### src/rtl/hzd_ctrl_if.sv
// Signal bundle between the pipeline datapath and the hazard controller.
// The datapath drives the master side; hzd_ctrl sits on the slave side.
interface hzd_ctrl_if #(
  parameter int CNT_WIDTH = 32
);
  logic [4:0]           i_rs1_idx;
  logic [4:0]           i_rs2_idx;
  logic                 i_rs1_en;
  logic                 i_rs2_en;
  logic [4:0]           i_rdidx_e;
  logic                 i_rd_en_e;
  logic                 i_is_load_e;
  logic [4:0]           i_rs1idx_e;
  logic [4:0]           i_rs2idx_e;
  logic [4:0]           i_rdidx_m;
  logic                 i_rd_en_m;
  logic [4:0]           i_rdidx_w;
  logic                 i_rd_en_w;
  logic                 i_ex_redirect;
  logic                 i_mem_busy;
  logic                 o_if2id_stall;
  logic                 o_if2id_flush;
  logic                 o_id2ex_stall;
  logic                 o_id2ex_flush;
  logic                 o_ex2mem_stall;
  logic [1:0]           o_fwd_rs1_sel;
  logic [1:0]           o_fwd_rs2_sel;
  logic                 o_mem_timeout;
  logic [CNT_WIDTH-1:0] o_stall_cnt;
  logic [1:0]           state_dbg;

  // No valid/ready pairs here: every input is a level sampled in the same
  // cycle, and every control output responds combinationally in that cycle.
  modport master (
    output i_rs1_idx, i_rs2_idx, i_rs1_en, i_rs2_en,
           i_rdidx_e, i_rd_en_e, i_is_load_e, i_rs1idx_e, i_rs2idx_e,
           i_rdidx_m, i_rd_en_m, i_rdidx_w, i_rd_en_w,
           i_ex_redirect, i_mem_busy,
    input  o_if2id_stall, o_if2id_flush, o_id2ex_stall, o_id2ex_flush,
           o_ex2mem_stall, o_fwd_rs1_sel, o_fwd_rs2_sel,
           o_mem_timeout, o_stall_cnt, state_dbg
  );

  modport slave (
    input  i_rs1_idx, i_rs2_idx, i_rs1_en, i_rs2_en,
           i_rdidx_e, i_rd_en_e, i_is_load_e, i_rs1idx_e, i_rs2idx_e,
           i_rdidx_m, i_rd_en_m, i_rdidx_w, i_rd_en_w,
           i_ex_redirect, i_mem_busy,
    output o_if2id_stall, o_if2id_flush, o_id2ex_stall, o_id2ex_flush,
           o_ex2mem_stall, o_fwd_rs1_sel, o_fwd_rs2_sel,
           o_mem_timeout, o_stall_cnt, state_dbg
  );
endinterface

### src/rtl/hzd_ctrl.sv
// Hazard controller for the 5-stage core: load-use bubbles, data-memory
// wait states, branch/jump redirects, and EX-stage forwarding selects.
module hzd_ctrl #(
  parameter int MEM_TIMEOUT = 256,
  parameter int CNT_WIDTH   = 32
) (
  input  logic         clk_sys,
  input  logic         rst_sys,
  hzd_ctrl_if.slave    hz
);

  typedef enum logic [1:0] {
    ST_RUN   = 2'd0,
    ST_LDUSE = 2'd1,
    ST_MEMW  = 2'd2
  } state_t;

  localparam int             WC_W   = $clog2(MEM_TIMEOUT);
  localparam logic [WC_W-1:0] WC_MAX = WC_W'(MEM_TIMEOUT - 1);

  state_t               state, state_nxt;
  logic                 pending_redir, pending_nxt;
  logic [WC_W-1:0]      wait_cnt, wait_nxt;
  logic                 mem_timeout, timeout_nxt;
  logic [CNT_WIDTH-1:0] stall_cnt;

  logic lu;
  logic if_stall_raw, if_flush_raw, id_stall_raw, id_flush_raw, ex_stall_raw;
  logic if_stall, if_flush, id_stall, id_flush, ex_stall;
  logic any_stall;

  assign lu = hz.i_is_load_e & hz.i_rd_en_e & (hz.i_rdidx_e != 5'd0) &
              ((hz.i_rs1_en & (hz.i_rs1_idx == hz.i_rdidx_e)) |
               (hz.i_rs2_en & (hz.i_rs2_idx == hz.i_rdidx_e)));

  always_ff @(posedge clk_sys or negedge rst_sys) begin
    if (!rst_sys) begin
      state         <= ST_RUN;
      pending_redir <= 1'b0;
      wait_cnt      <= '0;
      mem_timeout   <= 1'b0;
      stall_cnt     <= '0;
    end else begin
      state         <= state_nxt;
      pending_redir <= pending_nxt;
      wait_cnt      <= wait_nxt;
      mem_timeout   <= timeout_nxt;
      if (any_stall) stall_cnt <= stall_cnt + 1'b1;
    end
  end

  always_comb begin
    state_nxt    = state;
    pending_nxt  = pending_redir;
    wait_nxt     = wait_cnt;
    if_stall_raw = 1'b0;
    if_flush_raw = 1'b0;
    id_stall_raw = 1'b0;
    id_flush_raw = 1'b0;
    ex_stall_raw = 1'b0;
    case (state)
      // LDUSE evaluates exactly like RUN; it only differs in where it goes next.
      ST_RUN, ST_LDUSE: begin
        state_nxt = ST_RUN;
        if (hz.i_mem_busy) begin
          if_stall_raw = 1'b1;
          id_stall_raw = 1'b1;
          ex_stall_raw = 1'b1;
          state_nxt    = ST_MEMW;
          if (hz.i_ex_redirect) pending_nxt = 1'b1;
        end else if (hz.i_ex_redirect) begin
          if_flush_raw = 1'b1;
          id_flush_raw = 1'b1;
        end else if (lu) begin
          if_stall_raw = 1'b1;
          id_flush_raw = 1'b1;
          if (state == ST_RUN) state_nxt = ST_LDUSE;
        end
      end
      ST_MEMW: begin
        if (hz.i_mem_busy) begin
          if_stall_raw = 1'b1;
          id_stall_raw = 1'b1;
          ex_stall_raw = 1'b1;
          if (hz.i_ex_redirect) pending_nxt = 1'b1;
          if (wait_cnt != WC_MAX) wait_nxt = wait_cnt + 1'b1;
        end else begin
          // A redirect landing on the release cycle is honoured immediately.
          if (pending_redir | hz.i_ex_redirect) begin
            if_flush_raw = 1'b1;
            id_flush_raw = 1'b1;
          end
          pending_nxt = 1'b0;
          wait_nxt    = '0;
          state_nxt   = ST_RUN;
        end
      end
      default: state_nxt = ST_RUN;
    endcase
    timeout_nxt = mem_timeout |
                  ((state == ST_MEMW) & hz.i_mem_busy & (wait_nxt == WC_MAX));
  end

  // Flush beats stall on the same register; everything is held low in reset.
  assign if_flush  = if_flush_raw & rst_sys;
  assign id_flush  = id_flush_raw & rst_sys;
  assign if_stall  = if_stall_raw & ~if_flush_raw & rst_sys;
  assign id_stall  = id_stall_raw & ~id_flush_raw & rst_sys;
  assign ex_stall  = ex_stall_raw & rst_sys;
  assign any_stall = if_stall | id_stall | ex_stall;

  always_comb begin
    hz.o_fwd_rs1_sel = 2'b00;
    hz.o_fwd_rs2_sel = 2'b00;
    if (hz.i_rs1idx_e != 5'd0) begin
      if (hz.i_rd_en_m && hz.i_rdidx_m == hz.i_rs1idx_e)      hz.o_fwd_rs1_sel = 2'b01;
      else if (hz.i_rd_en_w && hz.i_rdidx_w == hz.i_rs1idx_e) hz.o_fwd_rs1_sel = 2'b10;
    end
    if (hz.i_rs2idx_e != 5'd0) begin
      if (hz.i_rd_en_m && hz.i_rdidx_m == hz.i_rs2idx_e)      hz.o_fwd_rs2_sel = 2'b01;
      else if (hz.i_rd_en_w && hz.i_rdidx_w == hz.i_rs2idx_e) hz.o_fwd_rs2_sel = 2'b10;
    end
  end

  assign hz.o_if2id_stall  = if_stall;
  assign hz.o_if2id_flush  = if_flush;
  assign hz.o_id2ex_stall  = id_stall;
  assign hz.o_id2ex_flush  = id_flush;
  assign hz.o_ex2mem_stall = ex_stall;
  assign hz.o_mem_timeout  = mem_timeout;
  assign hz.o_stall_cnt    = stall_cnt;
  assign hz.state_dbg      = state;

endmodule
### src/flat_wrapper.sv
// flat-port wrapper written by rule: the top's interface ports become plain ports
module hzd_ctrl_flat 
#(
  parameter int MEM_TIMEOUT = 256,
  parameter int CNT_WIDTH   = 32
)
  (clk_sys, rst_sys, hz_i_rs1_idx, hz_i_rs2_idx, hz_i_rs1_en, hz_i_rs2_en, hz_i_rdidx_e, hz_i_rd_en_e, hz_i_is_load_e, hz_i_rs1idx_e, hz_i_rs2idx_e, hz_i_rdidx_m, hz_i_rd_en_m, hz_i_rdidx_w, hz_i_rd_en_w, hz_i_ex_redirect, hz_i_mem_busy, hz_o_if2id_stall, hz_o_if2id_flush, hz_o_id2ex_stall, hz_o_id2ex_flush, hz_o_ex2mem_stall, hz_o_fwd_rs1_sel, hz_o_fwd_rs2_sel, hz_o_mem_timeout, hz_o_stall_cnt, hz_state_dbg);
  hzd_ctrl_if #(.CNT_WIDTH(CNT_WIDTH)) hz_i ();
  input  logic clk_sys;
  input  logic rst_sys;
  input wire logic [$bits(hz_i.i_rs1_idx)-1:0] hz_i_rs1_idx;
  input wire logic [$bits(hz_i.i_rs2_idx)-1:0] hz_i_rs2_idx;
  input wire logic [$bits(hz_i.i_rs1_en)-1:0] hz_i_rs1_en;
  input wire logic [$bits(hz_i.i_rs2_en)-1:0] hz_i_rs2_en;
  input wire logic [$bits(hz_i.i_rdidx_e)-1:0] hz_i_rdidx_e;
  input wire logic [$bits(hz_i.i_rd_en_e)-1:0] hz_i_rd_en_e;
  input wire logic [$bits(hz_i.i_is_load_e)-1:0] hz_i_is_load_e;
  input wire logic [$bits(hz_i.i_rs1idx_e)-1:0] hz_i_rs1idx_e;
  input wire logic [$bits(hz_i.i_rs2idx_e)-1:0] hz_i_rs2idx_e;
  input wire logic [$bits(hz_i.i_rdidx_m)-1:0] hz_i_rdidx_m;
  input wire logic [$bits(hz_i.i_rd_en_m)-1:0] hz_i_rd_en_m;
  input wire logic [$bits(hz_i.i_rdidx_w)-1:0] hz_i_rdidx_w;
  input wire logic [$bits(hz_i.i_rd_en_w)-1:0] hz_i_rd_en_w;
  input wire logic [$bits(hz_i.i_ex_redirect)-1:0] hz_i_ex_redirect;
  input wire logic [$bits(hz_i.i_mem_busy)-1:0] hz_i_mem_busy;
  output wire logic [$bits(hz_i.o_if2id_stall)-1:0] hz_o_if2id_stall;
  output wire logic [$bits(hz_i.o_if2id_flush)-1:0] hz_o_if2id_flush;
  output wire logic [$bits(hz_i.o_id2ex_stall)-1:0] hz_o_id2ex_stall;
  output wire logic [$bits(hz_i.o_id2ex_flush)-1:0] hz_o_id2ex_flush;
  output wire logic [$bits(hz_i.o_ex2mem_stall)-1:0] hz_o_ex2mem_stall;
  output wire logic [$bits(hz_i.o_fwd_rs1_sel)-1:0] hz_o_fwd_rs1_sel;
  output wire logic [$bits(hz_i.o_fwd_rs2_sel)-1:0] hz_o_fwd_rs2_sel;
  output wire logic [$bits(hz_i.o_mem_timeout)-1:0] hz_o_mem_timeout;
  output wire logic [$bits(hz_i.o_stall_cnt)-1:0] hz_o_stall_cnt;
  output wire logic [$bits(hz_i.state_dbg)-1:0] hz_state_dbg;
  assign hz_i.i_rs1_idx = hz_i_rs1_idx;
  assign hz_i.i_rs2_idx = hz_i_rs2_idx;
  assign hz_i.i_rs1_en = hz_i_rs1_en;
  assign hz_i.i_rs2_en = hz_i_rs2_en;
  assign hz_i.i_rdidx_e = hz_i_rdidx_e;
  assign hz_i.i_rd_en_e = hz_i_rd_en_e;
  assign hz_i.i_is_load_e = hz_i_is_load_e;
  assign hz_i.i_rs1idx_e = hz_i_rs1idx_e;
  assign hz_i.i_rs2idx_e = hz_i_rs2idx_e;
  assign hz_i.i_rdidx_m = hz_i_rdidx_m;
  assign hz_i.i_rd_en_m = hz_i_rd_en_m;
  assign hz_i.i_rdidx_w = hz_i_rdidx_w;
  assign hz_i.i_rd_en_w = hz_i_rd_en_w;
  assign hz_i.i_ex_redirect = hz_i_ex_redirect;
  assign hz_i.i_mem_busy = hz_i_mem_busy;
  assign hz_o_if2id_stall = hz_i.o_if2id_stall;
  assign hz_o_if2id_flush = hz_i.o_if2id_flush;
  assign hz_o_id2ex_stall = hz_i.o_id2ex_stall;
  assign hz_o_id2ex_flush = hz_i.o_id2ex_flush;
  assign hz_o_ex2mem_stall = hz_i.o_ex2mem_stall;
  assign hz_o_fwd_rs1_sel = hz_i.o_fwd_rs1_sel;
  assign hz_o_fwd_rs2_sel = hz_i.o_fwd_rs2_sel;
  assign hz_o_mem_timeout = hz_i.o_mem_timeout;
  assign hz_o_stall_cnt = hz_i.o_stall_cnt;
  assign hz_state_dbg = hz_i.state_dbg;
  hzd_ctrl #(.MEM_TIMEOUT(MEM_TIMEOUT), .CNT_WIDTH(CNT_WIDTH)) u_core (.clk_sys(clk_sys), .rst_sys(rst_sys), .hz(hz_i));
endmodule
### config.mk
export PLATFORM = sky130hd
export DESIGN_NAME = hzd_ctrl_flat
export DESIGN_NICKNAME = d
export VERILOG_FILES = /design/src/rtl/hzd_ctrl_if.sv /design/src/rtl/hzd_ctrl.sv /design/src/flat_wrapper.sv
export SDC_FILE = /design/constraint.sdc
export NUM_CORES = 1
export LEC_CHECK = 0
export BUFFER_PORTS_ARGS = -buffer_cell sky130_fd_sc_hd__clkbuf_2
export CORE_MARGIN = 1.5
export CORE_UTILIZATION = 35
export CTS_CLUSTER_SIZE = 20
export DETAILED_ROUTE_END_ITERATION = 6
export PLACE_DENSITY = 0.61
export SLEW_MARGIN = 0
export SYNTH_ARGS = -nofsm -noshare
export SYNTH_HDL_FRONTEND = slang
export SYNTH_SLANG_ARGS = --single-unit
### constraint.sdc
create_clock -name clk_sys -period 2.6 [get_ports clk_sys]
set_input_delay 0.13 -clock clk_sys [delete_from_list [all_inputs] [get_ports clk_sys]]
set_output_delay 0.13 -clock clk_sys [all_outputs]
set_load 0.02 [all_outputs]
==> summary.txt <==
Placed design
  • Post-DP HPWL: 4780 microns
  • Cells after DPL: 454
  • Post-placement setup slack: 0.353 ns
  • IO Port Bufs: 88
  • Dpl cell area: 3190 sq um
  • Final estimated routing congestion in global placement: 0.800

Setup path
  • CP arrival: 2.14 ns
  • Required arrival time at the worst endpoint: 2.47 ns
  • Largest fanout of any net on the critical path: 16
  • Startpoint type of the worst setup path: register
  • Worst R2R End: u_core.hz.o_stall_cnt[13]$_DFFE_PN0P_
  • Capturing element type of the critical path: primary output
  • Worst reg2reg path startpoint: u_core.hz.state_dbg[1]$_DFFE_PN0P_
  • Start-to-end type of the worst setup path: register to primary output
  • Capture point of the critical path: hz_o_if2id_stall
  • Worst R2R Setup Slack: 0.48 ns
  • Number of cells traversed by the worst register-to-register path: 7
  • Critical path origin: u_core.hz.state_dbg[1]$_DFFE_PN0P_

Route
  • Average wire per cell in the routed design: 13.4 microns
  • Drc violations: 0
  • Routed vias: 2307
  • DR vias/cell: 4.98
  • Length of the first detailed-routing pass in iterations: 4
  • Total Wirelength: 6200 microns
  • Residual antenna-violating net count after detailed routing: 0
  • Drt initial violations: 106

Finish
  • Nets: 410
  • Fraction of final layout cells sized beyond drive strength 1: 0.310
  • Final Util: 0.458
  • Non-Filler Cell Area, Final: 3320 sq um
  • Number of standard cells in the final layout excluding fillers: 463
  • Area growth from synthesis to layout: 26.9%
  • Fill cell instance count of the final layout: 726
  • # diodes: 0

CTS
  • CTS tree: done
  • CTS H-tree lvls: 2
  • Num CTS Buffers: 5
  • Sinks on Clock Net: 44
  • Clock root buffer: clkbuf_8
  • Clock latency reported for the late side of the worst-skew pair: 0.30 ns
  • Clock-pin slew on the worst setup and hold paths: 0.08 ns
  • Max Buffers Root-to-Sink: 2

Synth
  • Share of flip-flops with an asynchronous set or reset after synthesis: 1.00
  • Post-synthesis instance area: 2620 sq um
  • Net Count, Synth: 314
  • Cell count after synthesis: 267
  • Number of synthesized register bits: 44
  • YS warnings: 0
  • Number of enable flip-flop cells after synthesis: 0
  • Count of unique library cells instantiated by Yosys: 41
  • Post-synthesis area per instance: 9.80 sq um
  • Register area share after synthesis: 0.421
  • Post-synth top flop: dfrtp_1

Global routing
  • Antenna violations before repair: 0
  • GRT Util Overall: 0.156
  • Sum of overflow across all layers after global routing: 0
  • Global-route wire length before repair: 9770 microns
  • Vias in the first global route: 2153
  • Maximum number of pins on one net before global-route repair: 43

Power and ir drop
  • Clock power share: 0.310
  • Power per unit of standard cell area: 522 nW/um^2
  • Static leakage: 1.64 nW
  • Worst ir drop on vdd: 0.000290 V
  • Net Sw Frac: 0.313
  • Sum of internal, switching and leakage power: 1.73 mW
  • Sequential group share of total power: 0.466
  • Power share of the combinational group: 0.224
  • Power Internal: 1.19 mW
  • Sw power: 0.543 mW

Floorplanning
  • X dimension of the die: 89.5 microns
  • Height of the die: 89.5 microns
  • Number of rows in the core area: 31
  • Initial core utilization: 0.361
  • Std-Cell Core Area: 7250 sq um
  • Die Area: 8010 sq um
  • Boundary pin count: 89

STA
  • Slew at the pin closest to its max-slew limit: 0.614 ns
  • RSZ-0062 raised after global routing: false
  • Number of failing hold endpoints at the final stage: 0
  • Final period utilization: 0.872
  • Final setup violation count: 0
  • Final WS setup: 0.332 ns
  • Time the final worst path needs with I/O delays and setup: 2.27 ns
  • Relative slew slack: 0.590
  • Setup TNS after final layout: 0 ns
  • Post-route worst hold slack: 0.0828 ns
  • Upper clock frequency limit: 441 MHz
  • Clk_skew: 0.0107 ns
  • Final Slew Violations: 0

Run status
  • Result of the run: completed

Worst hold path
  • Kind of path behind the tightest hold check: input port to register

Run
  • Count of maximum capacitance violations: 0
-- routing by layer --
metal	GRT usage	vias to the layer above	routed length (microns)
met3	0.0332	8	345
met2	0.257	71	2980
met1	0.206	1085	2810
li1	-	1143	-
met4	0.0476	0	72
met5	0	-	0
-- power by group through the flow --
| stage | logic, mW | clock network [mW] | registers (mW) |
|---|---|---|---|
| 3_5_place_dp | 0.390 | 0 | 0.822 |
| 5_1_grt | 0.434 | 0.588 | 0.821 |
| 6_report | 0.388 | 0.538 | 0.809 |
| 3_3_place_gp | 0.382 | 0 | 0.822 |
| 4_1_cts | 0.394 | 0.557 | 0.809 |
| 2_1_floorplan | 0.177 | 0 | 0.872 |
-- placed cells by master, fill, tap and decap left out, types with 11 or more instances in the layout --
| cell type | n |
|---|---|
| clkbuf_2 | 88 |
| nor4_1 | 11 |
| xnor2_1 | 33 |
| nand2_1 | 23 |
| nand4_1 | 11 |
| nand3_1 | 15 |
| xor2_1 | 30 |
| dfrtp_1 | 44 |
| nor2_1 | 20 |
-- cells in the mapped netlist (2+ instances only) --
library cell / count / area share
dfrtp_1: 44 / 0.42
xnor2_1: 33 / 0.11
xor2_1: 30 / 0.10
nand2_1: 23 / 0.033
nor2_1: 20 / 0.029
nand3_1: 15 / 0.029
nand4_1: 11 / 0.026
nor4_1: 11 / 0.026
a21oi_1: 9 / 0.017
and3_1: 9 / 0.022
nor3_1: 9 / 0.017
nor4b_1: 5 / 0.017
clkbuf_1: 4 / 0.0057
inv_1: 4 / 0.0057
nor4_2: 4 / 0.019
a22o_1: 3 / 0.010
or4_1: 3 / 0.0086
and2_1: 2 / 0.0048
and4_1: 2 / 0.0067
buf_6: 2 / 0.0086
ha_1: 2 / 0.0096
nor3b_1: 2 / 0.0057
o21ai_0: 2 / 0.0038
-- worst max-delay path, stage by stage, from the launching register on --
cell	delay, ns
dfrtp_1	0.44
nand2_1	0.13
nor3b_2	0.31
nor3b_4	0.08
a31oi_4	0.49
inv_2	0.18
clkbuf_2	0.21
-- cell type report --
cell class / count / area, sq um / area share
multi-input cells: 212 / 1470 / 0.441
flip-flops and latches: 44 / 1100 / 0.332
repair buffers: 95 / 495 / 0.149
well taps: 99 / 124 / 0.0373
clock buffers: 5 / 68.8 / 0.0207
clock inverters: 3 / 47.5 / 0.0143
inverters: 5 / 18.8 / 0.00565
-- worst min path at each step --
stage | startpoint | to | slack [ns] | cells past startpoint
floorplan | rst_sys | u_core.hz.o_mem_timeout$_DFF_PN0_ | -0.17 | 0
global placement | rst_sys | u_core.hz.state_dbg[1]$_DFFE_PN0P_ | -0.04 | 1
detailed placement | rst_sys | u_core.hz.state_dbg[0]$_DFFE_PN0P_ | -0.04 | 1
CTS | hz_i_ex_redirect | u_core.hz.state_dbg[0]$_DFFE_PN0P_ | 0.07 | 2
global route | hz_i_ex_redirect | u_core.hz.state_dbg[0]$_DFFE_PN0P_ | 0.09 | 2
finish | hz_i_ex_redirect | u_core.hz.state_dbg[0]$_DFFE_PN0P_ | 0.08 | 2
-- what timing repair did --
action                                 CTS  global route
endpoints found under the hold margin    2             0
hold buffers                             1             0
gates resized for setup                  0             1
setup endpoints to repair                0             1
buffers inserted                         0             0
-- kinds of logic (layout without fill, tap and decap cells) --
family / count (synthesis) / after routing / share of synthesized area
AO/OA/AOI/OAI: 23 / 23 / 0.0655
XOR/XNOR: 63 / 63 / 0.211
adder cells (fa/ha/maj): 2 / 2 / 0.00956
buffers and inverters: 11 / 108 / 0.0215
flip-flops: 44 / 44 / 0.421
multiplexers: 1 / 1 / 0.00430
AND/OR/NAND/NOR: 123 / 123 / 0.268
-- registers in the layout, summed over array words and instances (netlist names) --
register and count:
u_core.pending_redir 1, u_core.hz.o_mem_timeout 1, u_core.hz.state_dbg 2, u_core.hz.o_stall_cnt 32, u_core.wait_cnt 8
Power figures use the tool's default switching activity.
